===== config.mk =====
export PLATFORM = sky130hd
export DESIGN_NAME = sdram_port_arbiter
export DESIGN_NICKNAME = d
export VERILOG_FILES = /design/src/rtl/sdram_port_arbiter.sv
export SDC_FILE = /design/constraint.sdc
export NUM_CORES = 1
export LEC_CHECK = 0
export CORE_MARGIN = 2
export CORE_UTILIZATION = 35
export DETAILED_ROUTE_END_ITERATION = 8
export PLACE_DENSITY = 0.69
export SLEW_MARGIN = 25
export SYNTH_ARGS = -nofsm -noshare
export SYNTH_HDL_FRONTEND = slang
export SYNTH_SLANG_ARGS = --single-unit

===== constraint.sdc =====
create_clock -name clk -period 6.3 [get_ports clk]
set_input_delay 1.26 -clock clk [delete_from_list [all_inputs] [get_ports clk]]
set_output_delay 1.26 -clock clk [all_outputs]
set_load 0.02 [all_outputs]

===== src/rtl/sdram_port_arbiter.sv =====
// Three-port arbiter in front of a single SDRAM controller command port.
// p0 (video readback) has fixed priority, p1/p2 share round-robin, and any port
// that has waited MAX_WAIT cycles is promoted above everything else.
// Only one access is in flight at a time.
module sdram_port_arbiter #(
  parameter int unsigned ADDR_WIDTH = 25,
  parameter int unsigned DATA_WIDTH = 16,
  parameter int unsigned MAX_WAIT   = 64
) (
  input  logic                    clk,
  input  logic                    reset_in,
  input  logic [2:0]              req,
  input  logic [2:0]              wr,
  input  logic [3*ADDR_WIDTH-1:0] addr,
  input  logic [3*DATA_WIDTH-1:0] wdata,
  input  logic [5:0]              be,
  output logic [2:0]              ack,
  output logic [DATA_WIDTH-1:0]   rdata,
  output logic                    ctl_req,
  output logic                    ctl_wr,
  output logic [ADDR_WIDTH-1:0]   ctl_addr,
  output logic [DATA_WIDTH-1:0]   ctl_wdata,
  output logic [1:0]              ctl_be,
  input  logic                    ctl_ack,
  input  logic                    ctl_rvalid,
  input  logic [DATA_WIDTH-1:0]   ctl_rdata,
  output logic                    busy,
  output logic [1:0]              grant_id
);

  localparam int unsigned CntW = $clog2(MAX_WAIT + 1);
  typedef logic [CntW-1:0] cnt_t;
  localparam cnt_t CntMax = cnt_t'(MAX_WAIT);

  typedef enum logic [1:0] {StIdle, StIssue, StWaitData, StDone} state_e;

  state_e                  state_q;
  logic                    ctl_req_q, ctl_wr_q, busy_q;
  logic [ADDR_WIDTH-1:0]   ctl_addr_q;
  logic [DATA_WIDTH-1:0]   ctl_wdata_q, rdata_q;
  logic [1:0]              ctl_be_q, grant_q;
  logic [2:0]              ack_q, acked_q;
  logic                    rr_q;  // 0: p1 preferred, 1: p2 preferred
  logic [2:0][CntW-1:0]    wait_q, wait_d;

  logic [2:0] eligible;
  logic       pick_valid;
  logic [1:0] pick_id;
  int         pick_idx;

  // Winner selection for the current IDLE cycle: starvation, then p0, then round-robin.
  always_comb begin
    eligible   = req & ~acked_q;
    pick_valid = 1'b0;
    pick_id    = 2'd0;
    // Descending scan so the lowest-index starved port is the one left standing.
    for (int i = 2; i >= 0; i--) begin
      if (eligible[i] && wait_q[i] == CntMax) begin
        pick_valid = 1'b1;
        pick_id    = 2'(i);
      end
    end
    if (!pick_valid) begin
      if (eligible[0]) begin
        pick_valid = 1'b1;
        pick_id    = 2'd0;
      end else if (eligible[1] && eligible[2]) begin
        pick_valid = 1'b1;
        pick_id    = rr_q ? 2'd2 : 2'd1;
      end else if (eligible[1]) begin
        pick_valid = 1'b1;
        pick_id    = 2'd1;
      end else if (eligible[2]) begin
        pick_valid = 1'b1;
        pick_id    = 2'd2;
      end
    end
    pick_idx = int'(pick_id);
  end

  // Per-port wait counters: count while pending and not owning the port, frozen while owning.
  always_comb begin
    wait_d = wait_q;
    for (int n = 0; n < 3; n++) begin
      if (!req[n]) begin
        wait_d[n] = '0;
      end else if (grant_q == 2'(n) && state_q == StDone) begin
        wait_d[n] = '0;
      end else if (grant_q == 2'(n)) begin
        wait_d[n] = wait_q[n];
      end else if (state_q == StIdle && pick_valid && pick_id == 2'(n)) begin
        wait_d[n] = wait_q[n];
      end else if (wait_q[n] != CntMax) begin
        wait_d[n] = wait_q[n] + cnt_t'(1);
      end
    end
  end

  // Access FSM with registered controller-side and requester-side outputs.
  always_ff @(posedge clk or posedge reset_in) begin
    if (reset_in) begin
      state_q     <= StIdle;
      ctl_req_q   <= 1'b0;
      ctl_wr_q    <= 1'b0;
      ctl_addr_q  <= '0;
      ctl_wdata_q <= '0;
      ctl_be_q    <= '0;
      rdata_q     <= '0;
      ack_q       <= '0;
      acked_q     <= '0;
      busy_q      <= 1'b0;
      grant_q     <= 2'd3;
      rr_q        <= 1'b0;
      wait_q      <= '0;
    end else begin
      ack_q   <= '0;
      acked_q <= '0;
      wait_q  <= wait_d;
      unique case (state_q)
        StIdle: begin
          if (pick_valid) begin
            ctl_wr_q    <= wr[pick_id];
            ctl_addr_q  <= addr[pick_idx*ADDR_WIDTH +: ADDR_WIDTH];
            ctl_wdata_q <= wdata[pick_idx*DATA_WIDTH +: DATA_WIDTH];
            ctl_be_q    <= be[pick_idx*2 +: 2];
            grant_q     <= pick_id;
            ctl_req_q   <= 1'b1;
            busy_q      <= 1'b1;
            state_q     <= StIssue;
          end
        end
        StIssue: begin
          if (ctl_ack) begin
            ctl_req_q <= 1'b0;
            if (ctl_wr_q) begin
              ack_q   <= 3'b001 << grant_q;
              state_q <= StDone;
            end else begin
              state_q <= StWaitData;
            end
          end
        end
        StWaitData: begin
          if (ctl_rvalid) begin
            rdata_q <= ctl_rdata;
            ack_q   <= 3'b001 << grant_q;
            state_q <= StDone;
          end
        end
        StDone: begin
          // Mask the just-served port for one IDLE cycle so a lingering req is not re-granted.
          acked_q <= 3'b001 << grant_q;
          if (grant_q == 2'd1) begin
            rr_q <= 1'b1;
          end else if (grant_q == 2'd2) begin
            rr_q <= 1'b0;
          end
          grant_q <= 2'd3;
          busy_q  <= 1'b0;
          state_q <= StIdle;
        end
      endcase
    end
  end

  assign ack       = ack_q;
  assign rdata     = rdata_q;
  assign ctl_req   = ctl_req_q;
  assign ctl_wr    = ctl_wr_q;
  assign ctl_addr  = ctl_addr_q;
  assign ctl_wdata = ctl_wdata_q;
  assign ctl_be    = ctl_be_q;
  assign busy      = busy_q;
  assign grant_id  = grant_q;

endmodule


==> results of run 1 <==
==> kinds of logic (layout without fill, tap and decap cells) <==
group / Yosys count / count (layout) / synth area share, %
XOR/XNOR: 9 / 9 / 1.665
AO/OA/AOI/OAI: 86 / 86 / 13.64
flip-flops: 94 / 94 / 49.74
buffers and inverters: 46 / 259 / 4.070
AND/OR/NAND/NOR: 217 / 217 / 22.52
multiplexers: 20 / 20 / 4.678
adder cells (fa/ha/maj): 14 / 14 / 3.700
==> final timing paths <==
| kind | startpoint | endpoint | slack (ps) |
|---|---|---|---|
| min reg2reg | ctl_addr[0]$_DFFE_PP0N_ | ctl_addr[0]$_DFFE_PP0N_ | 490 |
| max | req[1] | wait_q[2]$_DFFE_PP0P_ | 2320 |
| max reg2reg | acked_q[2]$_DFF_PP0_ | wait_q[2]$_DFFE_PP0P_ | 3470 |
| min in group asynchronous | reset_in | rdata[8]$_DFFE_PP0P_ | 1230 |
| min | ctl_addr[0]$_DFFE_PP0N_ | ctl_addr[0]$_DFFE_PP0N_ | 490 |
| max in group asynchronous | reset_in | ctl_wdata[15]$_DFFE_PP0N_ | 3890 |
==> placed cells by master, fill, tap and decap left out, drive strengths merged, types with 11 or more instances in the layout <==
master           n
inv             19
nand3           91
nor2            17
clkdlybuf4s50  221
mux2            17
ha              14
dfrtp           92
nand2           63
o21ai           11
a22oi           45
==> final cells by class <==
| type | instances | area, sq um | share of cell area, % |
|---|---|---|---|
| flip-flops and latches | 94 | 2355 | 31.66 |
| well taps | 176 | 220.2 | 2.960 |
| repair buffers | 226 | 2270 | 30.51 |
| clock buffers | 10 | 229.0 | 3.078 |
| multi-input cells | 346 | 2211 | 29.72 |
| clock inverters | 5 | 83.83 | 1.127 |
| inverters | 18 | 70.07 | 0.9420 |
==> state kept, by name, summed over array words and instances, names as in the netlist <==
name       count
busy           1
wait_q        21
state_q        2
rr_q           1
ctl_wdata     16
ctl_addr      25
grant_id       2
ack            3
ctl_req        1
acked_q        3
ctl_be         2
ctl_wr         1
rdata         16
==> where the power goes <==
| group | switching (W) | internal, W |
|---|---|---|
| sequential | 0.000148 | 0.000847 |
| clock | 0.000234 | 0.000347 |
| combinational | 0.000844 | 0.000723 |
==> metrics by stage <==
step	utilization (%)	worst slack [ps]
after global placement	53.56	1702
final	56.17	2319
after CTS	55.92	1975
after global routing	56.17	2099
after detailed placement	53.56	1649
after floorplan	-	2595
==> layer usage <==
layer | track usage [%] | vias to the layer above | share of wire (%)
li1 | - | 2158 | -
met4 | 9.375 | 0 | 2.8
met1 | 23.10 | 2162 | 39
met3 | 5.708 | 29 | 7.5
met2 | 35.69 | 177 | 51
met5 | 0 | - | 0
==> worst register-to-register path, cell delays in order (launching register included) <==
cell	delay (ps)
dfrtp_1	420
nor2b_1	70
nor3_1	670
nand2b_4	650
a211oi_4	60
buf_4	270
or4_1	540
o21ai_1	100
==> flow_metrics.env, run 1 <==
export IMPL_status="finished, final reports clean"
export IMPL_hold_buffers=0
export IMPL_yosysWarnings=0
export IMPL_critical_path_slowest_cell="nor3_1"
export IMPL_io_buffers=221
export IMPL_yosysTopAreaCell="dfrtp_1"
export IMPL_ys_ff_latch=94
export IMPL_synth_ff_type="dfrtp_1"
export IMPL_synth_common_cells="92 x dfrtp_1, 91 x nand3_1, 63 x nand2_1"
export IMPL_synth_edf_count=0
export IMPL_hp_class="register to register"
export IMPL_cp_num_cells=8
export IMPL_grt_pass1_vias=4668
export IMPL_critPathRequiredTime_ps=6570
export IMPL_worstPathBufferInverterCount=2
export IMPL_worst_path_largest_cell_delay_ps=720
export IMPL_reg2reg_depth=7
export IMPL_ir_drop_uv=169.3
export IMPL_drt_iter0_markers=234
export IMPL_nFillCells=1195
export IMPL_final_nets=864
export IMPL_relSlewSlack_pct=35.31
export IMPL_fin_hold_ws_ps=486.1
export IMPL_drv_cap=0
export IMPL_syn_to_final_growth_pct=57.11
export IMPL_hold_violations=0
export IMPL_clock_latency_ps=350
export IMPL_finalPower_w=0.003144
export IMPL_postCtsResizedCells=0
export IMPL_grt_util_all_layers_pct=20.41
export IMPL_drtPass1Iterations=5
export IMPL_ys_seq_area_share_pct=49.74
export IMPL_worst_pin_slew_ps=970.4
export IMPL_via_count=4526
export IMPL_yosysMostFrequentCell="dfrtp_1"
export IMPL_grt_pass1_wl_microns=23320
export IMPL_layout_drive_gt1_share_pct=7.582
export IMPL_clkTransAtPathRegs_ps=60
export IMPL_ios=222
export IMPL_via_per_inst=5.173
export IMPL_syn_nets=655
export IMPL_period_share_pct=63.18
export IMPL_synth_cells=486
export IMPL_core_sq_mm=0.01324
export IMPL_rows=42
export IMPL_max_freq_mhz=251.2
export IMPL_cts_tree="built"
export IMPL_fin_area_sq_mm=0.007438
export IMPL_wl_per_cell_microns=16.73
export IMPL_crit_fanout=48
export IMPL_post_cts_buffers=0
export IMPL_cts_root_buf="clkbuf_16"
export IMPL_leakage_nw=3.149
export IMPL_post_dp_cell_area_sq_mm=0.007093
export IMPL_critPathLaunchType="primary input"
export IMPL_cts_sinks=94
export IMPL_netlist_area_sq_mm=0.004735
export IMPL_drc=0
export IMPL_die_area_sq_mm=0.01447
export IMPL_timing_setup_tns_ps=0
export IMPL_htree_levels=3
export IMPL_path_delay_family="simple AND/OR/NAND/NOR gates"
export IMPL_grt_ovfl_total=0
export IMPL_rsz0062_at_grt="false"
export IMPL_end_kind="register"
export IMPL_critPathArrivalTime_ps=4250
export IMPL_placed_cells=859
export IMPL_die_height_microns=120.3
export IMPL_antennaDiodeCount=0
export IMPL_cts_path_max_buffers=2
export IMPL_final_max_slew_viol_count=0
export IMPL_synth_async_reset_ratio_pct=100.0
export IMPL_drt_wl_total_microns=14640
export IMPL_fin_crit_ps=3981
export IMPL_grt_start_max_net_pins=70
export IMPL_synth_top_area_share_pct=48.63
export IMPL_crit_chain="clkdlybuf4s50_1, nor2b_1, nor3_1, nand2b_4, a211oi_4, buf_4, or4_1, o21ai_1"
export IMPL_netlist_top_cells_area="dfrtp_1 49%, nand3_1 9.6%, a22oi_1 7.1%, nand2_1 5.0%, mux2_2 4.0%"
export IMPL_power_per_cell_area_mw_per_mm2=422.6
export IMPL_fin_skew_ps=11.66
export IMPL_gp_congestion=0.8151
export IMPL_stdcell_count=875
export IMPL_numCtsBuffers=9
export IMPL_syn_avg_cell_area_sq_um=9.742
export IMPL_setup_viol=0
export IMPL_hpwl_microns=10540
export IMPL_grt_antenna_before_repair=0
export IMPL_synth_cell_type_count=50
export IMPL_worstSetupPathType="primary input to register"
export IMPL_die_w_microns=120.3
export IMPL_min_path_cells=2
export IMPL_ant_nets=0
export IMPL_initial_core_util_pct=35.75
Note: power is estimated with default switching activity, not from simulation.
==> run 2, diff against run 1 <==
clock period = 4.1 ns   (was 6.3 ns; I/O delays follow)
==> run 2 against run 1 <==
Net effect:
- utilization hardly changed
- global-route usage hardly changed
- first-iteration DRC count is 25% lower
- critical path depth stayed put
- clock skew down 3.7 ps
- die area is the same
- highest routed layer unchanged
==> flow_metrics.env, run 2 (synthesis results as in run 1) <==
export IMPL_mostFrequentLayoutCells="221 x clkdlybuf4s50_1, 92 x dfrtp_1, 91 x nand3_1"
export IMPL_power_per_cell_area_mw_per_mm2=639.1
export IMPL_finalWorstSetupSlack_ps=816.6
export IMPL_worstPathBufferInverterCount=2
export IMPL_stdcell_count=876
export IMPL_antennaDiodeCount=0
export IMPL_ff2ff_setup_slack_ps=1330
export IMPL_die_w_microns=120.3
export IMPL_min_path_cells=2
export IMPL_grt_ovfl_total=0
export IMPL_cts_sinks=94
export IMPL_syn_to_final_growth_pct=57.00
export IMPL_status="finished, final reports clean"
export IMPL_top_usage_layer="met2"
export IMPL_relSlewSlack_pct=41.15
export IMPL_critPathLaunchType="primary input"
export IMPL_swShare_pct=38.94
export IMPL_cts_path_max_buffers=2
export IMPL_critical_path_slowest_cell="buf_4"
export IMPL_reg2reg_depth=7
export IMPL_fin_crit_ps=3283
export IMPL_hp_start="ctl_wdata[14]$_DFFE_PP0N_"
export IMPL_cts_tree="built"
export IMPL_drt_iter0_markers=176
export IMPL_min_to="ctl_wdata[14]$_DFFE_PP0N_"
export IMPL_grtUsageMet2_pct=35.87
export IMPL_clkTransAtPathRegs_ps=60
export IMPL_final_max_slew_viol_count=0
export IMPL_grt_pass1_vias=4770
export IMPL_drv_cap=0
export IMPL_rsz0062_at_grt="false"
export IMPL_post_cts_buffers=0
export IMPL_rows=42
export IMPL_initial_core_util_pct=35.75
export IMPL_critPathArrivalTime_ps=3550
export IMPL_ant_nets=0
export IMPL_postCtsResizedCells=0
export IMPL_critPathRequiredTime_ps=4370
export IMPL_setup_viol=0
export IMPL_nFillCells=1207
export IMPL_combPwrFrac_pct=50.7
export IMPL_grt_start_max_net_pins=45
export IMPL_max_freq_mhz=304.6
export IMPL_cts_root_buf="clkbuf_16"
export IMPL_die_height_microns=120.3
export IMPL_drc=0
export IMPL_grt_util_all_layers_pct=20.37
export IMPL_end_kind="register"
export IMPL_via_per_inst=5.185
export IMPL_worst_path_largest_cell_delay_ps=510
export IMPL_gp_congestion=0.8169
export IMPL_drt_wl_total_microns=14480
export IMPL_grt_antenna_before_repair=0
export IMPL_place_ws_ps=450.3
export IMPL_switching_power_w=0.001850
export IMPL_rr_startpoint="wait_q[2]$_DFFE_PP0P_"
export IMPL_via_count=4542
export IMPL_grtUsageMet1_pct=22.79
export IMPL_fin_skew_ps=7.938
export IMPL_largest_reg_flops=25
export IMPL_clock_latency_ps=340
export IMPL_hold_buffers=0
export IMPL_crit_fanout=44
export IMPL_ir_drop_uv=221.8
export IMPL_htree_levels=3
export IMPL_hp_class="register to register"
export IMPL_wl_per_cell_microns=16.53
export IMPL_worstSetupPathType="primary input to register"
export IMPL_core_sq_mm=0.01324
export IMPL_final_common_cell="clkdlybuf4s50_1"
export IMPL_grt_pass1_wl_microns=23260
export IMPL_pwr_share_clk_pct=17.0
export IMPL_ios=222
export IMPL_crit_chain="clkdlybuf4s50_1, nor2b_1, nor3_1, nand2b_2, a211oi_4, buf_4, a22oi_1, nand3_1"
export IMPL_use_met3_pct=5.802
export IMPL_hpwl_microns=10720
export IMPL_layout_drive_gt1_share_pct=7.714
export IMPL_timing_rr_end="ctl_addr[5]$_DFFE_PP0N_"
export IMPL_period_share_pct=80.08
export IMPL_leakage_nw=3.156
export IMPL_final_nets=867
export IMPL_hold_violations=0
export IMPL_intPower_w=0.002901
export IMPL_p_seq_share_pct=32.2
export IMPL_placed_cells=862
export IMPL_cp_num_cells=8
export IMPL_path_delay_family="simple AND/OR/NAND/NOR gates"
export IMPL_numCtsBuffers=9
export IMPL_worst_pin_slew_ps=876.0
export IMPL_io_buffers=221
export IMPL_timing_setup_tns_ps=0
export IMPL_drtPass1Iterations=5
export IMPL_die_area_sq_mm=0.01447
[run 2: worst max path at each step]
stage                                     endpoint     start  slack (ps)
after global routing      ctl_addr[19]$_DFFE_PP0N_    req[0]         670
after global placement     ctl_addr[5]$_DFFE_PP0N_    req[0]         490
after CTS                  ctl_addr[5]$_DFFE_PP0N_    req[0]         780
after detailed placement   ctl_addr[5]$_DFFE_PP0N_    req[0]         450
after floorplan                   ack[0]$_DFF_PP0_  reset_in         830
final                      ctl_addr[5]$_DFFE_PP0N_    req[0]         820
[run 2: per-stage QoR]
step	util (%)	hold WS [ps]	total power, W	instance area [sq um]
floorplan	-	495.5	0.002864	4735
global placement	53.83	474.6	0.003911	7128
detailed placement	53.83	475.7	0.003969	7128
CTS	55.92	490.9	0.004796	7406
global route	56.13	518.0	0.005062	7433
finish	56.13	487.6	0.004751	7433
[run 2: power groups by stage]
stage	Clock [W]	Sequential [W]	Combinational, W
finish	0.000808	0.00153	0.00241
global route	0.000864	0.00158	0.00262
CTS	0.000826	0.00153	0.00243
detailed placement	0	0.00155	0.00242
global placement	0	0.00153	0.00238
floorplan	0	0.00189	0.000972
[run 2: worst register-to-register path: cells and delay by family (launching register included)]
family,cells,cell delay [ps]
buf+inv,1,510
flops,1,410
simple gates,3,850
compound gates,3,950
[run 2: area by class of cell]
type                            count  area [sq um]  area share [%]
Multi-Input combinational cell    346          2206           29.68
Sequential cell                    94          2355           31.68
Clock inverter                      2         35.03          0.4713
Tap cell                          176         220.2           2.962
Inverter                           18         70.07          0.9426
Clock buffer                       11         242.7           3.265
Timing Repair Buffer              229          2305           31.00
[run 2: metal layers]
metal,wire length (microns),part of all wire [%],vias up
met1,5469,38,2170
met3,1213,8.4,28
met4,478,3.3,0
met2,7317,51,178
met5,0,0,-
li1,-,-,2166
==> run 3, diff against run 2 <==
clock period = 3.2 ns   (was 4.1 ns; I/O delays follow)
==> run 3 against run 2 <==
Net effect:
- worst hold slack gained 1.6 ps
- critical path type unchanged
- cell area grew 0.39%
- routed wire length grew 1.4%
- first-iteration DRC count grew 53%
- register-to-register slack lost 630 ps
- critical path depth is the same
- cell count grew 0.80%
- flip-flop and latch count is the same
- clock power grew 24%
- total power grew 28%
- die area is the same
- largest cell class unchanged
- utilization grew 0.22 points
==> flow_metrics.env, run 3 (synthesis results as in run 1) <==
export IMPL_final_max_slew_viol_count=0
export IMPL_post_dp_cell_area_sq_mm=0.007158
export IMPL_period_share_pct=90.05
export IMPL_ios=222
export IMPL_gp_congestion=0.8411
export IMPL_clkTransAtPathRegs_ps=70
export IMPL_drt_wl_total_microns=14680
export IMPL_worst_pin_slew_ps=887.9
export IMPL_final_nets=871
export IMPL_cts_sinks=94
export IMPL_die_area_sq_mm=0.01447
export IMPL_numCtsBuffers=9
export IMPL_crit_fanout=18
export IMPL_fin_area_sq_mm=0.007462
export IMPL_max_freq_mhz=347.0
export IMPL_rsz0062_at_grt="false"
export IMPL_finalWorstSetupSlack_ps=318.5
export IMPL_htree_levels=3
export IMPL_mostFrequentLayoutCells="221 x clkdlybuf4s50_1, 92 x dfrtp_1, 91 x nand3_1"
export IMPL_initial_core_util_pct=35.75
export IMPL_final_common_cell="clkdlybuf4s50_1"
export IMPL_core_sq_mm=0.01324
export IMPL_clock_latency_ps=340
export IMPL_relSlewSlack_pct=40.35
export IMPL_largest_reg_flops=25
export IMPL_leakage_nw=3.172
export IMPL_post_cts_buffers=0
export IMPL_critPathArrivalTime_ps=3100
export IMPL_end_kind="register"
export IMPL_drt_iter0_markers=270
export IMPL_hold_buffers=0
export IMPL_final_util_pct=56.35
export IMPL_io_buffers=221
export IMPL_ant_nets=0
export IMPL_multiInputGateArea_sq_mm=0.002206
export IMPL_fin_crit_ps=2882
export IMPL_nFillCells=1157
export IMPL_die_w_microns=120.3
export IMPL_grt_pass1_vias=4689
export IMPL_cts_root_buf="clkbuf_16"
export IMPL_grt_pass1_wl_microns=23010
export IMPL_critPathRequiredTime_ps=3420
export IMPL_layout_drive_gt1_share_pct=8.769
export IMPL_status="finished, final reports clean"
export IMPL_power_per_cell_area_mw_per_mm2=815.1
export IMPL_hp_class="register to register"
export IMPL_setup_viol=0
export IMPL_worstSetupPathType="primary input to register"
export IMPL_drv_cap=0
export IMPL_antennaDiodeCount=0
export IMPL_finalPower_w=0.006082
export IMPL_via_count=4615
export IMPL_grt_ovfl_total=0
export IMPL_grt_antenna_before_repair=0
export IMPL_die_height_microns=120.3
export IMPL_rows=42
export IMPL_cts_tree="built"
export IMPL_syn_to_final_growth_pct=57.61
export IMPL_grt_util_all_layers_pct=20.38
export IMPL_drc=0
export IMPL_drtPass1Iterations=5
export IMPL_hpwl_microns=10830
export IMPL_postCtsResizedCells=0
export IMPL_fin_skew_ps=7.578
export IMPL_wl_per_cell_microns=16.63
export IMPL_hold_violations=0
export IMPL_grt_start_max_net_pins=95
export IMPL_critPathLaunchType="primary input"
export IMPL_place_ws_ps=-70.51
export IMPL_cts_path_max_buffers=2
export IMPL_via_per_inst=5.227
export IMPL_ir_drop_uv=327.3
export IMPL_seq_area_sq_mm=0.002355
## run 3: worst paths after layout
path | start | end | slack, ps | depth (start not counted)
max in group asynchronous | reset_in | ctl_addr[8]$_DFFE_PP0N_ | 2020 | 3
max reg2reg | wait_q[14]$_DFFE_PP0P_ | ctl_addr[20]$_DFFE_PP0N_ | 700 | 10
min reg2reg | ctl_wdata[11]$_DFFE_PP0N_ | ctl_wdata[11]$_DFFE_PP0N_ | 490 | 2
min | ctl_wdata[11]$_DFFE_PP0N_ | ctl_wdata[11]$_DFFE_PP0N_ | 490 | 2
max | req[2] | ctl_wdata[13]$_DFFE_PP0N_ | 320 | 8
min in group asynchronous | reset_in | rdata[1]$_DFFE_PP0P_ | 750 | 3
## run 3: area by class of cell
class                           count  area share (%)
Clock buffer                       10           3.203
Tap cell                          176           2.951
Sequential cell                    94           31.56
Multi-Input combinational cell    346           29.56
Timing Repair Buffer              233           31.29
Inverter                           18          0.9390
Clock inverter                      6          0.5030
## run 3: where the power goes
part	total (W)	internal, W	switching [W]
Clock	0.00100	0.000544	0.000459
Sequential	0.00196	0.00167	0.000294
Combinational	0.00312	0.00146	0.00166
## run 3: per-layer routing
| metal | part of all wire, % | track usage, % | vias up |
|---|---|---|---|
| li1 | - | - | 2169 |
| met3 | 7.7 | 5.802 | 26 |
| met1 | 39 | 23.18 | 2233 |
| met2 | 51 | 34.84 | 187 |
| met4 | 2.5 | 10.61 | 0 |
| met5 | 0 | 0 | - |
## run 3: per-stage QoR
step                      TNS (ps)  std cells  hold slack (ps)
final                            0        883            489.2
after global routing             0        883            508.3
after CTS                        0        882            496.0
after detailed placement    -287.4        866            481.0
after global placement      -9.601        866            475.0
after floorplan                  0        486            495.5
## run 3: critical path: stages
cell	delay, ps
clkdlybuf4s50_1	520
nor2b_1	190
nor3_1	680
nand2b_2	350
a211oi_4	90
buf_4	260
a22oi_1	250
nand3_1	90
